### src/rtl/tick_sequencer.sv
// Programmable clock-enable divider with start/stop/drain control and finite bursts.
// Registered outputs; divisor changes during RUN/DRAIN wait in a shadow until the next period boundary.
module tick_sequencer #(
  parameter int Bits            = 8,
  parameter int Count_Bits      = 8,
  parameter int Default_Divisor = 4
) (
  input  logic                  i_Clock,
  input  logic                  i_Reset_n,
  input  logic                  i_Cfg_Valid,
  output logic                  o_Cfg_Ready,
  input  logic [Bits-1:0]       i_Cfg_Divisor,
  input  logic [Count_Bits-1:0] i_Cfg_Burst,
  input  logic                  i_Start,
  input  logic                  i_Stop,
  output logic                  o_Tick,
  output logic                  o_Busy,
  output logic                  o_Done,
  output logic                  o_Cfg_Error
);

  typedef enum logic [1:0] {IDLE, RUN, DRAIN} state_t;

  state_t                state_q, state_d;
  logic [Bits-1:0]       count_q, count_d;
  logic [Bits-1:0]       div_q, div_d;
  logic [Bits-1:0]       shadow_q, shadow_d;
  logic                  shadow_vld_q, shadow_vld_d;
  logic [Count_Bits-1:0] burst_q, burst_d;
  logic [Count_Bits-1:0] rem_q, rem_d;
  logic                  cont_q, cont_d;
  logic                  tick_q, tick_d;
  logic                  busy_q, busy_d;
  logic                  fin_q, fin_d;
  logic                  done_q, done_d;
  logic                  err_q, err_d;
  logic                  rdy_q, rdy_d;
  logic                  xfer, div_ok, wrap, last;

  always_comb begin
    xfer   = i_Cfg_Valid && rdy_q;
    div_ok = (i_Cfg_Divisor >= Bits'(2));
    wrap   = (state_q != IDLE) && (count_q == div_q - Bits'(1));
    // The period ends the run either because we are draining or the burst is used up.
    last   = wrap && ((state_q == DRAIN) || (!cont_q && (rem_q == Count_Bits'(1))));

    state_d      = state_q;
    count_d      = count_q;
    div_d        = div_q;
    shadow_d     = shadow_q;
    shadow_vld_d = shadow_vld_q;
    burst_d      = burst_q;
    rem_d        = rem_q;
    cont_d       = cont_q;
    tick_d       = 1'b0;
    fin_d        = 1'b0;
    done_d       = fin_q;
    err_d        = 1'b0;

    case (state_q)
      IDLE: begin
        count_d = '0;
        if (xfer) begin
          if (div_ok) begin
            div_d   = i_Cfg_Divisor;
            burst_d = i_Cfg_Burst;
          end else begin
            err_d = 1'b1;
          end
        end
        if (i_Start && !i_Stop) begin
          state_d = RUN;
          rem_d   = burst_q;
          cont_d  = (burst_q == '0);
        end
      end
      default: begin
        count_d = wrap ? '0 : count_q + Bits'(1);
        if (wrap) begin
          tick_d = 1'b1;
          if (!cont_q) rem_d = rem_q - Count_Bits'(1);
          if (shadow_vld_q) begin
            div_d        = shadow_q;
            shadow_vld_d = 1'b0;
          end
        end
        if (last) begin
          state_d = IDLE;
          fin_d   = 1'b1;
        end else if ((state_q == RUN) && i_Stop) begin
          state_d = DRAIN;
        end
        if (xfer) begin
          if (!div_ok) begin
            err_d = 1'b1;
          end else begin
            burst_d = i_Cfg_Burst;
            // Leaving for IDLE this edge: no later boundary will come, so apply now.
            if (last) begin
              div_d = i_Cfg_Divisor;
            end else begin
              shadow_d     = i_Cfg_Divisor;
              shadow_vld_d = 1'b1;
            end
          end
        end
      end
    endcase

    busy_d = (state_d != IDLE);
    rdy_d  = !shadow_vld_d;
  end

  always_ff @(posedge i_Clock or negedge i_Reset_n) begin
    if (!i_Reset_n) begin
      state_q      <= IDLE;
      count_q      <= '0;
      div_q        <= Bits'(Default_Divisor);
      shadow_q     <= '0;
      shadow_vld_q <= 1'b0;
      burst_q      <= '0;
      rem_q        <= '0;
      cont_q       <= 1'b0;
      tick_q       <= 1'b0;
      busy_q       <= 1'b0;
      fin_q        <= 1'b0;
      done_q       <= 1'b0;
      err_q        <= 1'b0;
      rdy_q        <= 1'b1;
    end else begin
      state_q      <= state_d;
      count_q      <= count_d;
      div_q        <= div_d;
      shadow_q     <= shadow_d;
      shadow_vld_q <= shadow_vld_d;
      burst_q      <= burst_d;
      rem_q        <= rem_d;
      cont_q       <= cont_d;
      tick_q       <= tick_d;
      busy_q       <= busy_d;
      fin_q        <= fin_d;
      done_q       <= done_d;
      err_q        <= err_d;
      rdy_q        <= rdy_d;
    end
  end

  assign o_Tick      = tick_q;
  assign o_Busy      = busy_q;
  assign o_Done      = done_q;
  assign o_Cfg_Error = err_q;
  assign o_Cfg_Ready = rdy_q;

endmodule
### config.mk
export PLATFORM = sky130hd
export DESIGN_NAME = tick_sequencer
export DESIGN_NICKNAME = d
export VERILOG_FILES = /design/src/rtl/tick_sequencer.sv
export SDC_FILE = /design/constraint.sdc
export NUM_CORES = 1
export LEC_CHECK = 0
export ABC_AREA = 1
export BUFFER_PORTS_ARGS = -buffer_cell sky130_fd_sc_hd__buf_2
export CORE_ASPECT_RATIO = 0.7
export CORE_UTILIZATION = 40
export DETAILED_ROUTE_END_ITERATION = 10
export PLACE_DENSITY = 0.64
export SYNTH_ARGS = -nofsm -noshare
export SYNTH_HDL_FRONTEND = slang
export SYNTH_SLANG_ARGS = --single-unit
### constraint.sdc
create_clock -name i_Clock -period 4.4 [get_ports i_Clock]
set_clock_uncertainty 0.05 [all_clocks]
set_input_delay 0.22 -clock i_Clock [delete_from_list [all_inputs] [get_ports i_Clock]]
set_output_delay 0.22 -clock i_Clock [all_outputs]
set_load 0.01 [all_outputs]
==> qor.yml <==
die_h_um: 73.1
switching_power_uw: 510
p_seq_frac: 0.413
grtUsageTotal: 0.190
crit_start: "div_q[0]"
worstSkewPairLatency_ns: 0.30
ys_ff_latch: 50
yosysMostFrequentCell: "nand2_1"
synthArstFlopShare: 1.00
wl_per_cell_um: 12.6
syn_nets: 414
p_comb_frac: 0.307
synth_edf_count: 0
postCtsSetupBuffers: 0
drc: 0
syn_inst: 389
drt_iter0_drc: 146
synth_area_leaders: "dfrtp_1, nand2_1, nand3_1"
wirelength_mm: 6.38
slew_violations: 0
ctsResizeCount: 0
rr_startpoint: "div_q[0]"
placed_area_um2: 3060
gp_congestion: 0.846
critPathMaxFanout: 15
clkSinkCount: 50
grt_pass1_vias: 2421
final_cells: 507
hp-start: "i_Cfg_Burst[7]"
worst_setup_path_end_kind: "flip-flop"
synth-main-ff-cell: "dfrtp_1"
pin_count: 26
syn_area_um2: 2890
critPathArrivalTime_ns: 2.78
setup_tns_ns: 0
final_nets: 437
start_util: 0.421
hpwl_mm: 4.64
diodes: 0
routed_via_density: 4.86
fin_util: 0.470
num_vias: 2465
swShare: 0.358
clockRootBuffer: "clkbuf_8"
clockPowerShare: 0.281
die_w_um: 104
clk_pin_slew_ns: 0.10
rows: 25
path_class: "reg -> reg"
rsz0062_at_grt: "no"
grt_max_degree: 51
cts_made_buffers: 5
port_buffers: 25
critical_path_required_ns: 4.54
drv_cap: 0
yosys.area.top_type: "dfrtp_1"
overflow: 0
first_pass_iters: 7
antenna_left: 0
dp.cells: 498
cts_tree: "built"
grt_first_pass_wirelength_mm: 11.5
peakVddDrop_v: 0.000215
p_leak_nw: 1.70
fin_crit_sh: 0.601
setup_violations: 0
fmax_mhz: 378
cts_buffer_depth: 2
die_area_um2: 7570
drive_above_1_share: 0.143
hold_viol_final: 0
worstMarginPinSlew_ns: 0.644
p_int_uw: 914
antenna_found_initial: 0
syn2layout_area_growth_pct: 11.4
min_period_ns: 2.64
status: "finished clean"
yosys.cell_types.count: 31
hold_path_class: "in -> reg"
fin_area_um2: 3220
htreeDepth: 2
yosys.area.top_type_share: 0.416
relSlewSlack: 0.571
ys_warn_count: 0
synth_area_per_cell_um2: 7.42
yosysSeqAreaShare: 0.434
synthTopCellsByCount: "nand2_1, dfrtp_1, inv_1, nor2_1, nand3_1"
core-area_um2: 6850
p_per_area_nw_per_um2: 443
worst_setup_path_start_kind: "flip-flop"
==> final timing paths <==
| kind | end | slack (ns) | cells past startpoint |
|---|---|---|---|
| worst min register to register | o_Done | 0.30 | 0 |
| max in group asynchronous | count_q[2] | 3.36 | 3 |
| worst min-delay path | burst_q[7] | 0.06 | 3 |
| min in group asynchronous | burst_q[6] | 0.49 | 3 |
| worst max-delay path | rem_q[0] | 1.76 | 14 |
| worst max register to register | rem_q[0] | 1.76 | 14 |
==> layout by cell type, fill, tap and decap left out, types with 4 or more instances in the layout <==
master and count:
dfrtp_1 48, a21oi_1 11, clkbuf_8 6, xor2_1 7, nand3_1 38, o21ai_0 30
nand2_1 111, nor2_1 39, ha_1 4, inv_1 45, nand3b_1 4, buf_2 25
o21ai_2 6
==> through the flow <==
step,setup WS (ns),hold WS [ns],power (mW)
floorplan,2.35,-0.126,0.932
global placement,1.88,0.286,1.03
detailed placement,1.80,0.286,1.03
CTS,1.79,0.0642,1.43
global route,1.38,0.0739,1.53
finish,1.76,0.0641,1.42
==> cell type report <==
cell class | count | area [um^2]
flip-flops and latches | 50 | 1250
clock inverters | 2 | 60.1
multi-input cells | 280 | 1380
well taps | 94 | 118
clock buffers | 6 | 82.6
inverters | 47 | 176
repair buffers | 28 | 150
fillers | 684 | 3630
==> cell families after synthesis <==
| family | share of synthesized area |
|---|---|
| buffers and inverters | 0.0889 |
| and+or+nand+nor | 0.332 |
| DFF | 0.434 |
| xor gates and xnor gates | 0.0303 |
| adders and majority gates | 0.0173 |
| AOI/OAI and AO/OA | 0.0971 |
==> per-layer routing <==
layer / share of wire / global-route usage / vias to the layer above
met5: 0 / 0 / -
met4: 0.0045 / 0.0370 / 0
met3: 0.055 / 0.0366 / 2
met2: 0.40 / 0.302 / 63
met1: 0.54 / 0.273 / 1123
li1: - / - / 1277
==> critical path: stages (launching register included) <==
cell and delay [ns]:
dfrtp_1 0.45, inv_2 0.09, ha_1 0.29, inv_1 0.11, nand2_1 0.06, nand3_1 0.08
nand2_1 0.05, nor2_1 0.12, nand3_1 0.10, nor2_2 0.46, nand2_4 0.23, nand2_4 0.13
nand2_4 0.14, nand2_1 0.12, o21ai_2 0.05
==> power by group through the flow <==
stage	Combinational [mW]	Clock [mW]	Sequential (mW)
floorplan	0.348	0	0.585
global placement	0.431	0	0.596
detailed placement	0.436	0	0.595
CTS	0.438	0.409	0.588
global route	0.508	0.424	0.599
finish	0.437	0.400	0.588
==> flip-flops by register name, summed over array words and instances, names as in the netlist, 2 cells and up, named ones only <==
name,flops
burst_q,8
count_q,8
div_q,8
rem_q,8
shadow_q,8
state_q,2
==> repair_timing <==
action,4_1_cts,5_1_grt
hold endpoints to repair,7,0
setup endpoints to repair,0,0
hold buffers,1,0
No activity file was read; power rests on OpenSTA's default activity.
